--- config.mk ---
export PLATFORM = sky130hd
export DESIGN_NAME = rej_count_writer
export DESIGN_NICKNAME = d
export VERILOG_FILES = /design/src/rtl/rej_count_writer_pkg.sv /design/src/rtl/rej_credit_counter.sv /design/src/rtl/rej_count_writer.sv
export SDC_FILE = /design/constraint.sdc
export NUM_CORES = 1
export LEC_CHECK = 0
export CAP_MARGIN = 20
export CORE_ASPECT_RATIO = 0.7
export CORE_MARGIN = 4
export CORE_UTILIZATION = 54
export CTS_CLUSTER_DIAMETER = 200
export DETAILED_ROUTE_END_ITERATION = 16
export GPL_ROUTABILITY_DRIVEN = 0
export PLACE_DENSITY = 0.84
export SLEW_MARGIN = 20
export SYNTH_ARGS = -nofsm -noshare
export SYNTH_HDL_FRONTEND = slang
export SYNTH_SLANG_ARGS = --single-unit
--- constraint.sdc ---
create_clock -name clk -period 2.9 [get_ports clk]
set_input_delay 0.29 -clock clk [delete_from_list [all_inputs] [get_ports clk]]
set_output_delay 0.29 -clock clk [all_outputs]
set_load 0.05 [all_outputs]
--- src/rtl/rej_count_writer_pkg.sv ---
// Shared constants and types for the reject-count writer and its FIFO.
// Holds FIFO depth, credit-width helper and writer FSM state type.
package rej_count_writer_pkg;

  localparam int FIFO_DEPTH = 3;

  function automatic int credit_w(input int depth);
    return $clog2(depth + 1);
  endfunction

  localparam int CREDIT_W = credit_w(FIFO_DEPTH);

  typedef enum logic {
    RUN  = 1'b0,
    FULL = 1'b1
  } wr_state_e;

endpackage

--- src/rtl/rej_credit_counter.sv ---
// Up/down counter of free forwarder FIFO entries, with sticky err_credit.
// Ports: clk, rst, push, retire -> credits, err_credit.
module rej_credit_counter
  import rej_count_writer_pkg::*;
#(
  parameter int DEPTH = FIFO_DEPTH
) (
  input  logic                       clk,
  input  logic                       rst,
  input  logic                       push,
  input  logic                       retire,
  output logic [credit_w(DEPTH)-1:0] credits,
  output logic                       err_credit
);

  localparam int CW = credit_w(DEPTH);
  localparam logic [CW-1:0] MAXC = CW'(DEPTH);

  always_ff @(posedge clk or posedge rst) begin
    if (rst) begin
      credits    <= MAXC;
      err_credit <= 1'b0;
    end else begin
      unique case (1'b1)
        push && !retire: credits <= credits - 1'b1;
        retire && !push: begin
          // A retire with nothing outstanding is a forwarder bug.
          if (credits == MAXC) err_credit <= 1'b1;
          else                 credits    <= credits + 1'b1;
        end
        default: ;
      endcase
    end
  end

endmodule

--- src/rtl/rej_count_writer.sv ---
// Counts consecutive rejects and pushes the count to the forwarder FIFO on accept.
// Ports: decision handshake in, entry_retired in, rej_count_out/shift_out/credits/err_* out; REJ_COUNT_WRITER_STATS_EN adds total_accepts/total_rejects.
module rej_count_writer
  import rej_count_writer_pkg::*;
#(
  parameter int COUNT_WIDTH = 8,
  parameter int DEPTH       = FIFO_DEPTH
) (
  input  logic                       clk,
  input  logic                       rst,
  input  logic                       decision_valid,
  input  logic                       decision_accept,
  output logic                       decision_ready,
  input  logic                       entry_retired,
  output logic [COUNT_WIDTH-1:0]     rej_count_out,
  output logic                       shift_out,
  output logic [credit_w(DEPTH)-1:0] credits,
`ifdef REJ_COUNT_WRITER_STATS_EN
  output logic [31:0]                total_accepts,
  output logic [31:0]                total_rejects,
`endif
  output logic                       err_overflow,
  output logic                       err_credit
);

  localparam int CW = credit_w(DEPTH);

  logic [COUNT_WIDTH-1:0] pending;
  wr_state_e              state;
  logic                   hs_acc;
  logic                   hs_rej;

  // FULL tracks credits==0; a same-cycle retire frees a slot.
  assign decision_ready = !(decision_accept && (state == FULL)
                            && !entry_retired);
  assign hs_acc = decision_valid && decision_ready && decision_accept;
  assign hs_rej = decision_valid && !decision_accept;

  rej_credit_counter #(
    .DEPTH(DEPTH)
  ) u_credit (
    .clk       (clk),
    .rst       (rst),
    .push      (hs_acc),
    .retire    (entry_retired),
    .credits   (credits),
    .err_credit(err_credit)
  );

  always_ff @(posedge clk or posedge rst) begin
    if (rst) begin
      pending       <= '0;
      rej_count_out <= '0;
      shift_out     <= 1'b0;
      err_overflow  <= 1'b0;
      state         <= RUN;
    end else begin
      shift_out <= hs_acc;
      if (hs_acc) begin
        rej_count_out <= pending;
        pending       <= '0;
      end else if (hs_rej) begin
        if (&pending) err_overflow <= 1'b1;
        else          pending      <= pending + 1'b1;
      end
      unique case (state)
        RUN:
          if (hs_acc && !entry_retired && credits == CW'(1))
            state <= FULL;
        FULL:
          if (entry_retired && !hs_acc)
            state <= RUN;
        default: state <= RUN;
      endcase
    end
  end

`ifdef REJ_COUNT_WRITER_STATS_EN
  always_ff @(posedge clk or posedge rst) begin
    if (rst) begin
      total_accepts <= '0;
      total_rejects <= '0;
    end else begin
      if (hs_acc) total_accepts <= total_accepts + 1'b1;
      if (hs_rej) total_rejects <= total_rejects + 1'b1;
    end
  end
`endif

endmodule

After elaboration in Yosys (flattened, before gate mapping). Index checks and enable logic that the tools add are counted.

$add $sub $neg: 3. Multiply operators: 0. Equality and inequality tests: 4. Multiplexer cells: 8. Shift operators: 0. Magnitude comparators: 0. Bitwise operators: 2. Div/mod/pow operators: 0. Reduce and logical (&&, ||, !) cells: 19.

Operators with widths (count): two-way mux 8 bit (3); AND reduction 10 bit (1); adder 8 x 1 -> 8 bit (second input constant) (1); logical AND 1 bit (8); AND reduction 8 bit (1); AND reduction 2 bit (3); zero test 1 bit (4); != test 2 bit (second input constant) (2); case mux 2 bit (2 select lines) (1); nonzero test 2 bit (2); adder 2 x 1 -> 2 bit (second input constant) (1); == test 2 x 1 -> 1 bit (second input constant) (1); == test 2 bit (second input constant) (1); two-way mux 1 bit (2); two-way mux 2 bit (1); NOT 1 bit (2); case mux 1 bit (2 select lines) (1); subtractor 2 x 1 -> 2 bit (second input constant) (1).

ROM bits: 0. Memory bits (writable): 0. Bits in latches: 0. Bits of input ports: 5. Register bits after elaboration: 22. Output and inout port bits: 14. Memories kept: 0. Logic and storage cells: 43.

Logic depth before layout (Yosys ltp). Gate-level depths: netlist of the first run.

Depth in word-level cells: 9. Depth in mapped cells: 6. Mapped depth without buffers: 5.

Hierarchy. A second synthesis of the first run with hierarchy kept.

Cell total of the unflattened synthesis: 94. Area total of the unflattened synthesis: 1051.0 µm².

By module, submodules not included: rej_count_writer (instances 1, seq. area each 475.5 µm², cells an instance 79, area an instance 903.4 µm²); rej_credit_counter (instances 1, seq. area each 77.6 µm², cells an instance 15, area an instance 147.6 µm²).

Least setup slack after synthesis of the first run. OpenSTA, ideal clock, no wires.

Kind: reg2reg. Start point: register state. End point: register pending[6]. Clock period less this slack: 1.680 ns. Slack: 1.220 ns. Arrival: 1.597 ns. Data required time: 2.817 ns. Path buffers: 0. Stages on the path, launching flop included: 5. Library setup time: 0.083 ns. Path through: dfrtp_1 > nand3b_1 > o211ai_4 > or4_1 > o21ai_0.

Longest elaborated chain between the ends: 7. Elaborated cells between the ends (all ways): 9. Classes of those cells: 1 x eq/ne; 1 x mux; 7 x reduce/logical.

Ends and longest elaborated chain: start, declared (RTL line rej_count_writer.sv:29) `wr_state_e state;`; start signal, assigned (RTL line rej_count_writer.sv:56) `state <= RUN;`; start signal, assigned (RTL line rej_count_writer.sv:69) `state <= FULL;`; start signal, assigned (RTL line rej_count_writer.sv:72) `state <= RUN;`; logical AND 1 bit * (RTL line rej_count_writer.sv:34) `assign decision_ready = !(decision_accept && (state == FULL)`; logical AND 1 bit * (RTL line rej_count_writer.sv:35) `&& !entry_retired);`; zero test 1 bit * (RTL line rej_count_writer.sv:34); named net decision_ready (RTL line rej_count_writer.sv:13) `output logic decision_ready,`; logical AND 1 bit * (2 in series) (RTL line rej_count_writer.sv:36) `assign hs_acc = decision_valid && decision_ready && decision_accept;`; != test 2 bit (no source line) / nonzero test 2 bit (equally long branches); AND reduction 2 bit (no source line); end signal, assigned (RTL line rej_count_writer.sv:64) `else pending <= pending + 1'b1;`; end, declared (RTL line rej_count_writer.sv:28) `logic [COUNT_WIDTH-1:0] pending;`.

Mark *: on every way through the listed nets, which the timed path passes. The rest lies on a longest branch. A chain may end at the register's enable or synchronous reset.

Worst setup path after layout of the first run.
Start point: input decision_accept. End point: output decision_ready.

Longest elaborated chain between the ends: 3.

Ends and longest elaborated chain: start, declared (RTL line rej_count_writer.sv:12) `input logic decision_accept,`; logical AND 1 bit (RTL line rej_count_writer.sv:34); logical AND 1 bit (RTL line rej_count_writer.sv:35); zero test 1 bit (RTL line rej_count_writer.sv:34); end, declared (RTL line rej_count_writer.sv:13).

No other way between the ends.

==> metrics, run 1 <==
max layer used met4; antenna cells 0; antenna violations before repair 0; Crit path arrival time 1900 ps; path type of the worst min-delay path primary input to async pin; endpoint kind of the worst setup timing path output pin; DR vias/cell 5.66; Vert. Die Dim 44.8 µm; most repeated library cell on the critical path sky130_fd_sc_hd__clkdlybuf4s50_1; overall routed net length 2.14 mm; CTS H-tree lvls 1; kind of cell adding the most delay to the critical path buffers and inverters; measured slew at the worst slew-check pin 815 ps; kind of critical path primary input to output pin; maximum resistive drop on vdd 0.387 mV; total number of nets in the final design 137; cell-by-cell listing of the critical path clkdlybuf4s50_1 > nand3b_1 > clkdlybuf4s50_1; residual overflow from global routing 0; Clock Sink Count 22; synthesized area divided by synthesized cell count 9.58 µm²; pre-CTS setup slack 496 ps; count of final hold-check violations 0; DRT met1 WL 948 µm; netlist area before placement 1040 µm²; CP startpoint kind primary input; dominant cells by area after synthesis sky130_fd_sc_hd__dfrtp_1 48%, sky130_fd_sc_hd__nand2_1 9.0%, sky130_fd_sc_hd__o21ai_0 5.3%, sky130_fd_sc_hd__dfstp_2 5.0%, sky130_fd_sc_hd__ha_1 3.6%; post-route total power 0.913 mW; met2 wire len 952 µm; total power density per cell area 707 nW/µm²; number of gates resized after cts 0; number of storage elements in the synthesis netlist 22; WP depth 3; setup slack of the critical path after layout 705 ps; most instantiated flip-flop cell in the synthesis netlist sky130_fd_sc_hd__dfrtp_1; Crit path buffers/inverters 2; total length of routed met3 wires 162 µm; final critical-path required period 2190 ps; vias in the first global route 853; Fmax 456 MHz; number of search-and-repair iterations in the first detailed-routing pass 4; routed vias 849; largest buffer count on any clock path 2; Synth top area share 47.9%; post-synth net total 117; final-layout worst hold slack 417 ps; # setup viols final 0; final core utilization 70.3%; slowest cell on the critical path sky130_fd_sc_hd__clkdlybuf4s50_1; cell count of the worst reg-to-reg path 5; Max Cap Viol 0; setup repair after global routing missed its margin false; highest-count cells in the layout ignoring fill and taps 25 x sky130_fd_sc_hd__nand2_1, 20 x sky130_fd_sc_hd__dfrtp_1, 18 x sky130_fd_sc_hd__clkdlybuf4s50_1; Cell Rows 13; number of enable flip-flop cells after synthesis 0; register area share after synthesis 52.9%; hold buffers post-CTS 0; required time at the endpoint of the critical path 2610 ps; number of standard cells after synthesis 109; total routing resource utilization after global routing 19.7%; setup TNS 0 ps; Routed WL per cell 14.3 µm; clock slew at reported path FFs 130 ps; remaining number of nets flagged by the antenna check after routing 0; # port buffers 18; Post-route DRC 0; die outline width 60.6 µm; wire length of the first global-routing pass 3.78 mm; number of warning messages in the yosys log 0; most frequent standard cell in the layout excluding fill and tap cells sky130_fd_sc_hd__nand2_1; status completed; number of slew-limit violations in the final report 0; headroom to the max-slew limit 45.6%; number of clock buffers inserted by TritonCTS 3; clock latency on the worst-skew pair 320 ps; distinct cell type count of the synthesized netlist 30; worst clock skew 11.9 ps; number of top-level pins 19; fraction of layout cells with a size suffix above 1 7.03%; leak pwr 0.606 nW; Post-CTS Setup Repair Bufs 0; clock tree from TritonCTS done; Total Die Area 2710 µm²; core box area 1840 µm²; post-synthesis cell type with the largest combined area sky130_fd_sc_hd__dfrtp_1; effective utilization at floorplan 56.8%; root buf cell sky130_fd_sc_hd__clkbuf_4; drt initial violations 16; fraction of registers with async set or reset after synthesis 100%; signed area change from the synthesized netlist to the final layout 23.6%; HPWL after detailed placement 1.55 mm; Max Fanout on Critical Path 8; largest net degree at the start of global routing 23; Slowest Stage Delay on Critical Path 830 ps; period utilization 75.7%
## power breakdown
group          total [mW]  internal, mW  switching, mW
Combinational       0.284         0.102          0.182
Clock               0.238         0.140         0.0981
Sequential          0.391         0.354         0.0375
## area by class of cell
type                    instances  area (µm²)
fillers                       153         547
flip-flops and latches         22         553
clock buffers                   3        22.5
well taps                      22        27.5
clock inverters                 1        30.0
multi-input cells              75         444
repair buffers                 18         180
inverters                       9        33.8
## flip-flops by register name, indices dropped and copies added, names as in the netlist
register and flops:
state 1, rej_count_out 8, shift_out 1, err_overflow 1
u_credit.err_credit 1, u_credit.credits 2, pending 8
## worst paths after layout
check,start,end,slack [ps]
max in group asynchronous,rst,err_overflow,1970
worst max-delay path,decision_accept,decision_ready,710
min in group clk,rej_count_out[4],rej_count_out[4],490
worst min register to register,rej_count_out[4],rej_count_out[4],490
worst min-delay path,rst,rej_count_out[4],420
worst max register to register,state,pending[6],1120
## stage by stage
stage	instance area, µm²	std cells
after global routing	1290	150
after floorplan	1040	109
after detailed placement	1240	146
final	1290	150
after global placement	1240	146
after CTS	1290	150
## cell usage after synthesis (2+ instances only)
master	number
sky130_fd_sc_hd__dfrtp_1	20
sky130_fd_sc_hd__ha_1	3
sky130_fd_sc_hd__or2_1	2
sky130_fd_sc_hd__buf_2	2
sky130_fd_sc_hd__inv_1	9
sky130_fd_sc_hd__nand2b_1	2
sky130_fd_sc_hd__nand4_1	2
sky130_fd_sc_hd__nand2_1	25
sky130_fd_sc_hd__a21oi_1	7
sky130_fd_sc_hd__nor3_1	2
sky130_fd_sc_hd__o21ai_0	11
sky130_fd_sc_hd__dfstp_2	2
sky130_fd_sc_hd__or3_1	4
sky130_fd_sc_hd__a31oi_1	2
## logic make-up (layout without fill, tap and decap cells)
logic type | count (synthesis) | count (layout) | share of synthesized area [%]
AOI/OAI and AO/OA | 27 | 27 | 16.4
xor gates and xnor gates | 1 | 1 | 0.838
and+or+nand+nor | 44 | 44 | 21.7
buffers and inverters | 12 | 31 | 4.55
adders and majority gates | 3 | 3 | 3.59
DFF | 22 | 22 | 52.9
## layer usage
| metal | track usage (%) | vias to the layer above |
|---|---|---|
| met2 | 30.7 | 27 |
| li1 | - | 415 |
| met4 | 11.7 | 0 |
| met1 | 23.4 | 396 |
| met3 | 7.14 | 11 |
| met5 | 0 | - |
Note: power is estimated with default switching activity, not from simulation.
==> run 2, diff against run 1 <==
--- a/config.mk
+++ b/config.mk
@@ -8,11 +8,11 @@
 export CAP_MARGIN = 20
 export CORE_ASPECT_RATIO = 0.7
 export CORE_MARGIN = 4
-export CORE_UTILIZATION = 54
+export CORE_UTILIZATION = 45
 export CTS_CLUSTER_DIAMETER = 200
 export DETAILED_ROUTE_END_ITERATION = 16
 export GPL_ROUTABILITY_DRIVEN = 0
-export PLACE_DENSITY = 0.84
+export PLACE_DENSITY = 0.75
 export SLEW_MARGIN = 20
 export SYNTH_ARGS = -nofsm -noshare
 export SYNTH_HDL_FRONTEND = slang
==> constraint.sdc (replaced) <==
create_clock -name clk -period 2 [get_ports clk]
set_input_delay 0.2 -clock clk [delete_from_list [all_inputs] [get_ports clk]]
set_output_delay 0.2 -clock clk [all_outputs]
set_load 0.05 [all_outputs]
==> run 2 against run 1 <==
Clock skew decreased by 6.8 ps. First-iteration DRC count increased to 2.6 times the previous value. Core utilization decreased by 9.1 points. Highest routed layer unchanged. Critical endpoint is now credits[0]. Register-to-register slack got worse by 840 ps. Clock power about the same. Sequential power increased by 45%. Final area increased by 2.8%. Critical path type is now flop to output pin. Power increased by 34%. Via count decreased by 3.8%. Combinational power increased by 46%. Worst hold slack got worse by 200 ps. Final cell count increased by 9.3%.
==> metrics, run 2 (same netlist as run 1, synthesis figures left out) <==
largest net degree at the start of global routing 23 (unchanged); Vert. Die Dim 48.3 µm (+7.8%); final critical-path required period 1890 ps; required time at the endpoint of the critical path 1800 ps (-810 ps); # port buffers 18 (unchanged); drt initial violations 41 (+25); maximum resistive drop on vdd 0.695 mV (+80%); Total Die Area 3170 µm² (+17%); total number of nets in the final design 141 (+2.9%); highest-count cells in the layout ignoring fill and taps 25 x sky130_fd_sc_hd__nand2_1, 20 x sky130_fd_sc_hd__dfrtp_1, 17 x sky130_fd_sc_hd__clkdlybuf4s50_1; Fmax 529 MHz; remaining number of nets flagged by the antenna check after routing 0 (unchanged); flop2flop setup slack 280 ps (-840 ps); clock slew at reported path FFs 120 ps (about the same); total power density per cell area 920 nW/µm² (+30%); largest buffer count on any clock path 2 (unchanged); endpoint of the worst register-to-register path pending[6]; clock tree from TritonCTS done; number of slew-limit violations in the final report 0 (unchanged); die outline width 65.6 µm (+8.3%); antenna violations before repair 0 (unchanged); fraction of layout cells with a size suffix above 1 10.6% (+3.6 points); overall routed net length 2.01 mm (-5.8%); vias in the first global route 790 (-7.4%); most frequent standard cell in the layout excluding fill and tap cells sky130_fd_sc_hd__nand2_1; headroom to the max-slew limit 66.2% (+21 points); count of final hold-check violations 0 (unchanged); number of top-level pins 19 (unchanged); kind of critical path flop to output pin; signed area change from the synthesized netlist to the final layout 27.1%; residual overflow from global routing 0 (unchanged); cell-by-cell listing of the critical path clkdlybuf4s50_1; measured slew at the worst slew-check pin 505 ps (-310 ps); Clock Sink Count 22 (unchanged); effective utilization at floorplan 48.1% (-8.7 points); routed vias 817 (-3.8%); total routing resource utilization after global routing 15.0% (-4.7 points); endpoint kind of the worst setup timing path output pin; kind of cell adding the most delay to the critical path buffers and inverters; Post-route DRC 0 (unchanged); status completed; Crit path buffers/inverters 1 (-1); Routed WL per cell 12.3 µm (-14%); number of gates resized after cts 0 (unchanged); worst clock skew 5.13 ps (-6.80 ps); Max Fanout on Critical Path 4 (-4); antenna cells 0 (unchanged); leak pwr 0.623 nW (+2.9%); clock latency on the worst-skew pair 300 ps (-20 ps); hold buffers post-CTS 0 (unchanged); root buf cell sky130_fd_sc_hd__clkbuf_4; core box area 2170 µm² (+18%); largest registers pending x8, rej_count_out x8, u_credit.credits x2; path type of the worst min-delay path primary input to async pin; Cell Rows 14 (+1); Post-CTS Setup Repair Bufs 0 (unchanged); # setup viols final 0 (unchanged); CTS H-tree lvls 1 (unchanged); launch instance of the worst register-to-register path pending[0]; cell count of the worst reg-to-reg path 5 (unchanged); Crit path arrival time 1690 ps (-210 ps); number of clock buffers inserted by TritonCTS 3 (unchanged); setup repair after global routing missed its margin false; Slowest Stage Delay on Critical Path 810 ps (-20 ps); DR vias/cell 4.98 (-12%); final-layout worst hold slack 215 ps (-202 ps); number of search-and-repair iterations in the first detailed-routing pass 4 (unchanged); HPWL after detailed placement 1.52 mm (-1.9%); period utilization 94.6%; setup TNS 0 ps (unchanged); slowest cell on the critical path sky130_fd_sc_hd__clkdlybuf4s50_1; Max Cap Viol 0 (unchanged); wire length of the first global-routing pass 3.75 mm (-0.74%); CP startpoint kind flop
run 2: worst max-delay path by stage:
stage                                   start          to  cells past startpoint
after global routing      u_credit.credits[0]  credits[0]                      1
after global placement        decision_accept  pending[6]                      5
after floorplan                         state  pending[6]                      4
final                     u_credit.credits[0]  credits[0]                      1
after CTS                 u_credit.credits[0]  credits[0]                      1
after detailed placement      decision_accept  pending[6]                      5
run 2: area by class of cell:
cell class / instances / area [µm²]
sequential: 22 / 553
multi-input combinational: 75 / 444
fill: 205 / 845
tap: 32 / 40.0
timing repair buffer: 22 / 220
clock buffer: 4 / 36.3
inverter: 9 / 33.8
run 2: metal layers:
metal / global-route usage, % / share of wire, % / wire length [µm]
met1: 20.7 / 50 / 1020
met2: 22.2 / 44 / 885
met3: 5.56 / 4.7 / 94
met4: 4.14 / 0.94 / 19
met5: 0 / 0 / 0
run 2: report_power, final:
part	internal, mW	switching, mW	total [mW]
Combinational	0.156	0.260	0.416
Sequential	0.513	0.0532	0.566
Clock	0.111	0.127	0.239
run 2: stage by stage:
stage	cells	total power, mW	util, %	instance area (µm²)	setup slack, ps
floorplan	109	0.851	-	1040	320
global placement	160	0.979	59.4	1290	185
detailed placement	160	0.993	59.4	1290	128
CTS	164	1.23	61.1	1330	98.6
global route	164	1.30	61.1	1330	49.9
finish	164	1.22	61.1	1330	109
